**src/rtl/alu_pkg.sv**
```systemverilog
// Shared definitions for the ALU loader: opcode values, FSM states and
// the bit positions of the capture-status vector.
package alu_pkg;

    localparam logic [5:0] OP_ADD = 6'b100000;
    localparam logic [5:0] OP_SUB = 6'b100010;
    localparam logic [5:0] OP_AND = 6'b100100;
    localparam logic [5:0] OP_OR  = 6'b100101;
    localparam logic [5:0] OP_XOR = 6'b100110;
    localparam logic [5:0] OP_NOR = 6'b100111;
    localparam logic [5:0] OP_SRA = 6'b000011;
    localparam logic [5:0] OP_SRL = 6'b000010;

    typedef enum logic {
        ST_LOAD = 1'b0,
        ST_EXEC = 1'b1
    } state_t;

    localparam int LD_A  = 0;
    localparam int LD_B  = 1;
    localparam int LD_OP = 2;

endpackage

```
**src/rtl/alu_core.sv**
```systemverilog
// Combinational ALU: add/sub with carry and signed overflow, bitwise logic,
// and shifts. Undefined opcodes give a zero result with the error flag set.
module alu_core
    import alu_pkg::*;
#(
    parameter int DATA_W = 8,
    parameter int OP_W   = 6
) (
    input  logic [DATA_W-1:0] i_a,
    input  logic [DATA_W-1:0] i_b,
    input  logic [OP_W-1:0]   i_op,
    output logic [DATA_W-1:0] o_result,
    output logic              o_carry,
    output logic              o_ovf,
    output logic              o_err
);

    localparam int SHW = $clog2(DATA_W);
    // Opcode constants are 6 bits; compare at whichever width is wider.
    localparam int OPX = (OP_W > 6) ? OP_W : 6;

    logic [OPX-1:0]  w_op;
    logic [DATA_W:0] w_sum;
    logic [DATA_W:0] w_diff;
    logic [SHW-1:0]  w_shamt;
    logic            w_signA;
    logic            w_signB;

    assign w_op    = OPX'(i_op);
    assign w_sum   = {1'b0, i_a} + {1'b0, i_b};
    assign w_diff  = {1'b0, i_a} - {1'b0, i_b};
    assign w_shamt = i_b[SHW-1:0];
    assign w_signA = i_a[DATA_W-1];
    assign w_signB = i_b[DATA_W-1];

    always_comb begin
        o_result = '0;
        o_carry  = 1'b0;
        o_ovf    = 1'b0;
        o_err    = 1'b0;
        case (w_op)
            OPX'(OP_ADD): begin
                o_result = w_sum[DATA_W-1:0];
                o_carry  = w_sum[DATA_W];
                o_ovf    = (w_signA == w_signB) && (w_sum[DATA_W-1] != w_signA);
            end
            OPX'(OP_SUB): begin
                o_result = w_diff[DATA_W-1:0];
                o_carry  = w_diff[DATA_W];
                o_ovf    = (w_signA != w_signB) && (w_diff[DATA_W-1] != w_signA);
            end
            OPX'(OP_AND): o_result = i_a & i_b;
            OPX'(OP_OR):  o_result = i_a | i_b;
            OPX'(OP_XOR): o_result = i_a ^ i_b;
            OPX'(OP_NOR): o_result = ~(i_a | i_b);
            OPX'(OP_SRA): o_result = DATA_W'($signed(i_a) >>> w_shamt);
            OPX'(OP_SRL): o_result = i_a >> w_shamt;
            default:      o_err    = 1'b1;
        endcase
    end

endmodule

```
**src/rtl/alu_loader.sv**
```systemverilog
// Button-driven operand loader: captures A, B and opcode from the switches,
// then runs one ALU operation and presents a registered result with a valid pulse.
module alu_loader
    import alu_pkg::*;
#(
    parameter int DATA_W = 8,
    parameter int OP_W   = 6
) (
    input  logic              i_clk,
    input  logic              i_reset,
    input  logic [DATA_W-1:0] i_switches,
    input  logic              i_btn_A,
    input  logic              i_btn_B,
    input  logic              i_btn_OP,
    output logic [DATA_W-1:0] o_result,
    output logic              o_valid,
    output logic              o_carry,
    output logic              o_zero,
    output logic              o_ovf,
    output logic              o_err,
    output logic [2:0]        o_loaded
);

    state_t            r_state;
    state_t            w_nextState;
    logic              r_prevA;
    logic              r_prevB;
    logic              r_prevOp;
    logic              w_edgeA;
    logic              w_edgeB;
    logic              w_edgeOp;
    logic [DATA_W-1:0] r_a;
    logic [DATA_W-1:0] r_b;
    logic [OP_W-1:0]   r_op;
    logic [2:0]        r_loaded;
    logic [2:0]        w_loadedNext;
    logic [DATA_W-1:0] r_result;
    logic              r_valid;
    logic              r_carry;
    logic              r_zero;
    logic              r_ovf;
    logic              r_err;
    logic [DATA_W-1:0] w_aluResult;
    logic              w_aluCarry;
    logic              w_aluOvf;
    logic              w_aluErr;

    // Tracking the level during reset too means a button held through reset never fires.
    always_ff @(posedge i_clk) begin
        r_prevA  <= i_btn_A;
        r_prevB  <= i_btn_B;
        r_prevOp <= i_btn_OP;
    end

    assign w_edgeA  = i_btn_A  & ~r_prevA;
    assign w_edgeB  = i_btn_B  & ~r_prevB;
    assign w_edgeOp = i_btn_OP & ~r_prevOp;

    always_ff @(posedge i_clk) begin
        if (i_reset) begin
            r_state <= ST_LOAD;
        end else begin
            r_state <= w_nextState;
        end
    end

    always_comb begin
        w_nextState  = r_state;
        w_loadedNext = r_loaded;
        case (r_state)
            ST_LOAD: begin
                if (w_edgeA)  w_loadedNext[LD_A]  = 1'b1;
                if (w_edgeB)  w_loadedNext[LD_B]  = 1'b1;
                if (w_edgeOp) w_loadedNext[LD_OP] = 1'b1;
                if (w_loadedNext == 3'b111) w_nextState = ST_EXEC;
            end
            ST_EXEC: begin
                w_loadedNext = '0;
                w_nextState  = ST_LOAD;
            end
            default: begin
                w_loadedNext = '0;
                w_nextState  = ST_LOAD;
            end
        endcase
    end

    alu_core #(
        .DATA_W (DATA_W),
        .OP_W   (OP_W)
    ) u_core (
        .i_a      (r_a),
        .i_b      (r_b),
        .i_op     (r_op),
        .o_result (w_aluResult),
        .o_carry  (w_aluCarry),
        .o_ovf    (w_aluOvf),
        .o_err    (w_aluErr)
    );

    // Edges arriving during EXEC are simply not captured.
    always_ff @(posedge i_clk) begin
        if (i_reset) begin
            r_a      <= '0;
            r_b      <= '0;
            r_op     <= '0;
            r_loaded <= '0;
            r_result <= '0;
            r_valid  <= 1'b0;
            r_carry  <= 1'b0;
            r_zero   <= 1'b0;
            r_ovf    <= 1'b0;
            r_err    <= 1'b0;
        end else begin
            r_loaded <= w_loadedNext;
            r_valid  <= 1'b0;
            if (r_state == ST_LOAD) begin
                if (w_edgeA)  r_a  <= i_switches;
                if (w_edgeB)  r_b  <= i_switches;
                if (w_edgeOp) r_op <= i_switches[OP_W-1:0];
            end else begin
                r_result <= w_aluResult;
                r_carry  <= w_aluCarry;
                r_ovf    <= w_aluOvf;
                r_err    <= w_aluErr;
                r_zero   <= (w_aluResult == '0);
                r_valid  <= 1'b1;
            end
        end
    end

    assign o_result = r_result;
    assign o_valid  = r_valid;
    assign o_carry  = r_carry;
    assign o_zero   = r_zero;
    assign o_ovf    = r_ovf;
    assign o_err    = r_err;
    assign o_loaded = r_loaded;

endmodule

```
**config.mk**
```make
export PLATFORM = sky130hd
export DESIGN_NAME = alu_loader
export DESIGN_NICKNAME = d
export VERILOG_FILES = /design/src/rtl/alu_pkg.sv /design/src/rtl/alu_core.sv /design/src/rtl/alu_loader.sv
export SDC_FILE = /design/constraint.sdc
export NUM_CORES = 1
export LEC_CHECK = 0
export BUFFER_PORTS_ARGS = -buffer_cell sky130_fd_sc_hd__buf_2
export CORE_AREA = 2 2 91 75
export DETAILED_ROUTE_END_ITERATION = 12
export DIE_AREA = 0 0 93 77
export PLACE_DENSITY_LB_ADDON = 0.05
export SYNTH_ARGS = -nofsm -noshare
export SYNTH_HDL_FRONTEND = slang
export SYNTH_SLANG_ARGS = --single-unit
```
**constraint.sdc**
```tcl
create_clock -name i_clk -period 3.3 [get_ports i_clk]
set_clock_uncertainty 0.05 [all_clocks]
set_input_delay 0.495 -clock i_clk [delete_from_list [all_inputs] [get_ports i_clk]]
set_output_delay 0.495 -clock i_clk [all_outputs]
set_load 0.005 [all_outputs]
```
* After elaboration in Yosys (flattened, before gate mapping) *
Cells that the tools add are included.

word-level totals
  flip-flop bits (word level) = 42
  input bits = 13
  output and inout port bits = 16
  word-level logic and storage cells = 63

operators by class
  $add $sub $neg = 2
  equality and inequality tests = 13
  shifts and indexed selects = 2
  multiplexer cells = 14
  bitwise gates (word level) = 11
  reductions and logical operators = 7

operators with widths
  kind                  count
  $pmux W8 S8           1
  $eq A6 B6 Y1 const B  6
  $eq A6 B2 Y1 const B  2
  $add A8 B8 Y9         1
  $mux W1               9
  $sub A8 B8 Y9         1
  $and A8 B8 Y8         1
  $logic_not A8 Y1      1
  $not A8 Y8            1
  $or A8 B8 Y8          1
  $reduce_or A8 Y1      1
  $shr A8 B3 Y8         1
  $sshr A8 B3 Y8        1
  $xor A8 B8 Y8         1
  $pmux W1 S2           3
  $pmux W3 S2           1
  $reduce_and A2 Y1     3
  $not A1 Y1            4
  $and A1 B1 Y1         3
  $eq A3 B3 Y1 const B  1
  $ne A1 B1 Y1          3
  $logic_and A1 B1 Y1   2
  $eq A1 B1 Y1          1

* Longest topological paths before layout *
Gate-level depths: netlist (run 1).

  depth after elaboration = 7
  mapped depth = 11
  mapped depth without buffers = 10

* Hierarchy *
A second synthesis (run 1) with hierarchy kept.

second synthesis, totals
  cells, all modules = 355
  area, all modules = 2980.4 µm²

modules (own cells, without submodules)
  module      times used  cells an instance  area an instance (µm²)  seq. area each (µm²)
  alu_core    1           219                1521.5                  0.0
  alu_loader  1           136                1458.9                  840.8

* Least setup slack after synthesis (run 1) *
No wires, ideal clock.

  path type = reg-to-reg
  from = register r_b[2]
  to = register r_zero, in the netlist o_zero
  setup time = 0.117 ns
  arrival time = 2.487 ns
  data required time = 3.133 ns
  setup slack = 0.645 ns
  cell stages (with the launch flop) = 12
  path buffers = 2
  period minus slack after synthesis = 2.655 ns
  cell sequence = dfxtp_1 > clkbuf_1 > inv_6 > ha_1 > buf_2 > nor3_1 > o31ai_1 > a221oi_1 > a221oi_1 > xor2_1 > a21oi_1 > a32o_2

between the ends
  word-level cells in the longest chain between the ends = 4
  elaborated cells between the ends (all ways) = 10
  classes of those cells = add/sub: 2; shift: 2; mux: 1; bitwise: 4; reduce/logical: 1

ends and longest elaborated chain
  item                                                                   line               text
  start, declared                                                        alu_loader.sv:33   logic [DATA_W-1:0] r_b;
  start signal, assigned                                                 alu_loader.sv:119  if (w_edgeB) r_b <= i_switches;
  parallel branches: the longest is 2 deep, another holds $sub A8 B8 Y9  -
  $pmux W8 S8 (*)                                                        alu_core.sv:41     case (w_op)
  $logic_not A8 Y1 (*)                                                   alu_loader.sv:126  r_zero <= (w_aluResult == '0);
  end signal, assigned                                                   alu_loader.sv:126
  end, declared                                                          alu_loader.sv:40   logic r_zero;

Every way passes the cells marked *.
A chain may end at the register's enable or synchronous reset.

* Final worst setup path (run 1) *
Same ends and word-level chain as after synthesis.

==> impl_metrics.env, run 1 <==
export IMPL_dr_pass1_iters=5
export IMPL_critical_path_buf_inv_count=1
export IMPL_mostFrequentLayoutCell="nor2_1"
export IMPL_yosysWarningCount=0
export IMPL_crit_type="reg -> reg"
export IMPL_use_met2=0.309
export IMPL_vias_per_cell=5.65
export IMPL_numCtsBuffers=5
export IMPL_synthesis_nets=403
export IMPL_drc_errors=0
export IMPL_hold_class="in -> reg"
export IMPL_clock_path_buffers=2
export IMPL_p_leak_nw=1.33
export IMPL_status="complete, no violations"
export IMPL_min_from="i_btn_B"
export IMPL_gp_congestion=0.906
export IMPL_cp_data_required_time_ns=3.46
export IMPL_worstHoldEndpoint="r_prevB"
export IMPL_wl_um=7720
export IMPL_period_needed_ns=2.84
export IMPL_die_w_um=93
export IMPL_synth_area_leaders="dfxtp_1, ha_1, nor2_1"
export IMPL_drtIter0Drc=215
export IMPL_synth_async_reset_ratio=0
export IMPL_fin_nets=421
export IMPL_seqPwrFrac=0.451
export IMPL_grt_ovfl_total=0
export IMPL_tns_ns=0
export IMPL_ff2ff_path_depth=9
export IMPL_synth_top_area_share=0.282
export IMPL_p_int_mw=0.857
export IMPL_synth_largest_area_cell="dfxtp_1"
export IMPL_htreeDepth=2
export IMPL_die_area_um2=7160
export IMPL_cts_resized=0
export IMPL_grt_start_max_net_pins=37
export IMPL_ioPinCount=29
export IMPL_swShare=0.303
export IMPL_num_vias=2640
export IMPL_use_met3=0.0462
export IMPL_crit_fanout=10
export IMPL_worst_pin_slew_ns=0.749
export IMPL_r2r_end="o_zero"
export IMPL_p_comb_frac=0.197
export IMPL_cts_tree="yes"
export IMPL_dpl_hpwl_um=5860
export IMPL_start_util=0.477
export IMPL_crit_arrival_ns=3.00
export IMPL_power_share_clock=0.352
export IMPL_r2r_start="r_b[2]"
export IMPL_synth_edff_count=0
export IMPL_worst_skew_pair_late_latency_ns=0.31
export IMPL_synth_cells=364
export IMPL_yosysSeqAreaShare=0.282
export IMPL_synth_distinct_cells=56
export IMPL_finalCritPeriodShare=0.861
export IMPL_cts_root_buf="clkbuf_8"
export IMPL_powerDensity_nw_per_um2=374
export IMPL_hold_violations=0
export IMPL_place_inst=459
export IMPL_critPathSlowestCell="dfxtp_1"
export IMPL_drv_cap=0
export IMPL_cts_sinks=42
export IMPL_grt_pass1_vias=2450
export IMPL_max_slew_margin_rel=0.496
export IMPL_cp_common_cell="a221oi_1"
export IMPL_grt_pass1_wl_um=13000
export IMPL_slew_viol_final=0
export IMPL_die_h_um=77
export IMPL_p_sw_mw=0.373
export IMPL_final_util=0.526
export IMPL_fin_cells=467
export IMPL_wl_per_cell_um=16.5
export IMPL_drive_above_1_share=0.146
export IMPL_gr_usage_met1=0.367
export IMPL_fillers=623
export IMPL_p_total_mw=1.23
export IMPL_antenna_found_initial=0
export IMPL_setup_violations=0
export IMPL_clock_fmax_mhz=352
export IMPL_postCtsHoldBufs=0
export IMPL_layout_common_cells="nor2_1, dfxtp_1, a21oi_1"
export IMPL_synth_area_per_cell_um2=8.19
export IMPL_hold_worst_slack_ns=0.251
export IMPL_syn_area_um2=2980
export IMPL_grtUsageTotal=0.231
export IMPL_path_clk_slew_ns=0.09
export IMPL_core_area_um2=6250
export IMPL_cp_top_family="compound AO/OA/AOI/OAI gates"
export IMPL_ys_ff_latch=42
export IMPL_detail_route_antenna_nets=0
export IMPL_syn2layout_area_growth_pct=10.3
export IMPL_fp_row_count=26
export IMPL_port_buffers=28
export IMPL_grt_busiest_layer="met1"
export IMPL_antennaDiodeCount=0
export IMPL_start_kind="register"
export IMPL_hold_depth=1
export IMPL_post_cts_buffers=0
export IMPL_path_cells="inv_6, ha_1, nor3_1, o31ai_1, a221oi_1, a221oi_1, xor2_1, a21oi_1, a32o_2"
export IMPL_critPathMaxStageDelay_ns=0.58
export IMPL_ir_worst_vdd_mv=0.233
export IMPL_rsz0062_at_grt="no"
export IMPL_endpoint_kind="register"
export IMPL_synthFlopType="dfxtp_1"
export IMPL_r2r_slack_ns=0.46
## layout make-up
cell class | instances | area (um2) | area share
Clock buffer | 5 | 68.8 | 0.0209
Inverter | 27 | 106 | 0.0323
Sequential cell | 42 | 841 | 0.256
Clock inverter | 3 | 43.8 | 0.0133
Multi-Input combinational cell | 270 | 1920 | 0.585
Timing Repair Buffer | 36 | 200 | 0.0609
Tap cell | 84 | 105 | 0.0320
## synth_stat cells (8+ instances only)
library cell / n
inv_1: 26
mux2i_1: 14
buf_2: 11
nor2_1: 58
a21oi_1: 33
nand2_1: 9
clkbuf_1: 12
a211oi_1: 16
dfxtp_1: 42
nor2b_1: 8
xnor2_1: 9
nor3_1: 13
ha_1: 24
## power groups by stage
stage | Sequential, mW | Combinational [mW] | Clock [mW]
floorplan | 0.557 | 0.185 | 0
CTS | 0.555 | 0.241 | 0.442
global placement | 0.567 | 0.241 | 0
global route | 0.560 | 0.273 | 0.462
detailed placement | 0.567 | 0.240 | 0
finish | 0.555 | 0.242 | 0.433
## per-layer routing
metal	wire length (um)	vias up
met5	0	-
met4	109	0
met3	432	10
met2	3090	90
met1	4090	1221
li1	-	1319
## cells by family after synthesis
logic type / share of synthesized area
compound gates: 0.217
flops: 0.282
xor+xnor: 0.0382
buf+inv: 0.0743
simple gates: 0.189
mux: 0.0848
fa+ha+maj: 0.114
## worst max path at each step
stage | cells after the start | from | endpoint | slack, ns
final | 9 | r_b[2] | o_zero | 0.46
after global routing | 9 | r_b[2] | o_zero | 0.14
after CTS | 9 | r_b[2] | o_zero | 0.47
after detailed placement | 9 | r_b[2] | o_zero | 0.48
after global placement | 9 | r_b[2] | o_zero | 0.57
after floorplan | 11 | r_b[2] | o_zero | 0.65
## stage by stage
stage                     instance area [um2]  setup slack (ns)
after floorplan                          2980             0.645
after global placement                   3180             0.568
after detailed placement                 3180             0.480
after CTS                                3290             0.469
after global routing                     3290             0.145
final                                    3290             0.458
## state kept, by name, indices dropped and copies added, names as in the netlist
register / flops
r_state: 1
o_valid: 1
o_loaded: 3
r_op: 6
o_ovf: 1
r_prevOp: 1
o_result: 8
r_prevA: 1
o_err: 1
r_b: 8
r_a: 8
o_zero: 1
o_carry: 1
r_prevB: 1
No activity file was read; power rests on OpenSTA's default activity.
==> inputs of run 2 (changes only) <==
--- a/config.mk
+++ b/config.mk
@@ -6,9 +6,9 @@
 export NUM_CORES = 1
 export LEC_CHECK = 0
 export BUFFER_PORTS_ARGS = -buffer_cell sky130_fd_sc_hd__buf_2
-export CORE_AREA = 2 2 91 75
+export CORE_AREA = 2 2 62 109
 export DETAILED_ROUTE_END_ITERATION = 12
-export DIE_AREA = 0 0 93 77
+export DIE_AREA = 0 0 64 111
 export PLACE_DENSITY_LB_ADDON = 0.05
 export SYNTH_ARGS = -nofsm -noshare
 export SYNTH_HDL_FRONTEND = slang
==> run 2 against run 1 <==
Net effect:
- power up 10%
- worst hold slack better by 0.012 ns
- first-iteration DRC count down 37%
- core utilization up 0.47 points
- worst setup slack better by 0.088 ns
- register-to-register slack better by 0.09 ns
- critical endpoint unchanged
==> impl_metrics.env, run 2 (synthesis gave the netlist of run 1 again) <==
export IMPL_cts_resized=0
export IMPL_rsz0062_at_grt="no"
export IMPL_powerDensity_nw_per_um2=406
export IMPL_cts_tree="yes"
export IMPL_drtIter0Drc=135
export IMPL_ff2ff_path_depth=9
export IMPL_dpl_hpwl_um=6450
export IMPL_r2r_start="r_b[0]"
export IMPL_final_util=0.531
export IMPL_cts_sinks=42
export IMPL_die_h_um=111
export IMPL_grt_pass1_vias=2601
export IMPL_hold_worst_slack_ns=0.263
export IMPL_hold_depth=1
export IMPL_postCtsHoldBufs=0
export IMPL_ir_worst_vdd_mv=0.322
export IMPL_mostFrequentLayoutCell="nor2_1"
export IMPL_period_needed_ns=2.75
export IMPL_grtUsageTotal=0.245
export IMPL_worstHoldEndpoint="r_prevB"
export IMPL_antennaDiodeCount=0
export IMPL_worst_skew_pair_late_latency_ns=0.29
export IMPL_hold_violations=0
export IMPL_port_buffers=28
export IMPL_finalCritPeriodShare=0.835
export IMPL_ioPinCount=29
export IMPL_grt_pass1_wl_um=13200
export IMPL_fin_nets=420
export IMPL_max_slew_margin_rel=0.439
export IMPL_vias_per_cell=5.76
export IMPL_r2r_end="o_zero"
export IMPL_fp_row_count=39
export IMPL_cp_data_required_time_ns=3.43
export IMPL_die_area_um2=7100
export IMPL_die_w_um=64
export IMPL_drc_errors=0
export IMPL_tns_ns=0
export IMPL_cts_root_buf="clkbuf_16"
export IMPL_crit_fanout=13
export IMPL_numCtsBuffers=5
export IMPL_seqCellArea_um2=841
export IMPL_path_clk_slew_ns=0.06
export IMPL_syn2layout_area_growth_pct=12.2
export IMPL_p_leak_nw=1.35
export IMPL_r2r_slack_ns=0.55
export IMPL_clock_fmax_mhz=363
export IMPL_final_area_um2=3340
export IMPL_multiInputGateArea_um2=1920
export IMPL_clock_path_buffers=2
export IMPL_layout_common_cells="nor2_1, dfxtp_1, a21oi_1"
export IMPL_grt_start_max_net_pins=37
export IMPL_drive_above_1_share=0.144
export IMPL_wl_um=8220
export IMPL_gp_congestion=0.979
export IMPL_grt_ovfl_total=0
export IMPL_min_from="i_btn_B"
export IMPL_core_area_um2=6290
export IMPL_fillers=638
export IMPL_hold_class="in -> reg"
export IMPL_setup_violations=0
export IMPL_htreeDepth=2
export IMPL_dr_pass1_iters=4
export IMPL_num_vias=2674
export IMPL_crit_type="reg -> reg"
export IMPL_crit_arrival_ns=2.89
export IMPL_endpoint_kind="register"
export IMPL_start_util=0.473
export IMPL_worst_pin_slew_ns=0.838
export IMPL_antenna_found_initial=0
export IMPL_wl_per_cell_um=17.7
export IMPL_slew_viol_final=0
export IMPL_place_area_um2=3180
export IMPL_status="complete, no violations"
export IMPL_start_kind="register"
export IMPL_post_cts_buffers=0
export IMPL_detail_route_antenna_nets=0
export IMPL_drv_cap=0
[run 2: changes by cell type in the layout (fill, tap and decap cells not counted), sizes merged]
cell and change:
buf -1, inv -1, clkinv +1
[run 2: layer usage]
layer | wire, um | global-route usage
met1 | 3050 | 0.244
met2 | 4470 | 0.458
met3 | 255 | 0.0396
met4 | 433 | 0.139
met5 | 0 | 0
[run 2: layout make-up]
class                      count  area share
inverter                      27      0.0318
tap                           82      0.0307
clock buffer                   5      0.0374
sequential                    42       0.251
timing repair buffer          35      0.0614
multi-input combinational    270       0.575
clock inverter                 3      0.0120
[run 2: worst max-delay path by stage]
stage,from,end,slack (ns),cells past startpoint
after CTS,r_b[0],o_zero,0.53,9
after global routing,r_b[2],o_zero,0.25,9
after floorplan,r_b[2],o_zero,0.65,11
after detailed placement,r_b[0],o_zero,0.55,9
final,r_b[0],o_zero,0.55,9
after global placement,r_b[0],o_zero,0.62,9
[run 2: worst max-delay path: stages (launching register included)]
cell and delay, ns:
dfxtp_1 0.48, ha_1 0.31, fa_1 0.40, a21o_1 0.20
a211oi_1 0.24, a21oi_1 0.08, xnor2_1 0.25, a211oi_1 0.15
and4b_1 0.23, a32o_2 0.26
[run 2: power breakdown]
group	internal [mW]	switching, mW	total [mW]	leakage (nW)
registers	0.529	0.0320	0.561	0.343
logic	0.103	0.138	0.241	0.927
clock network	0.354	0.203	0.557	0.0836
[run 2: metrics by stage]
step	setup WS, ns	power [mW]	instances
after detailed placement	0.547	0.812	456
after global placement	0.621	0.810	456
after global routing	0.251	1.43	464
after CTS	0.531	1.38	464
after floorplan	0.645	0.742	364
final	0.546	1.36	464
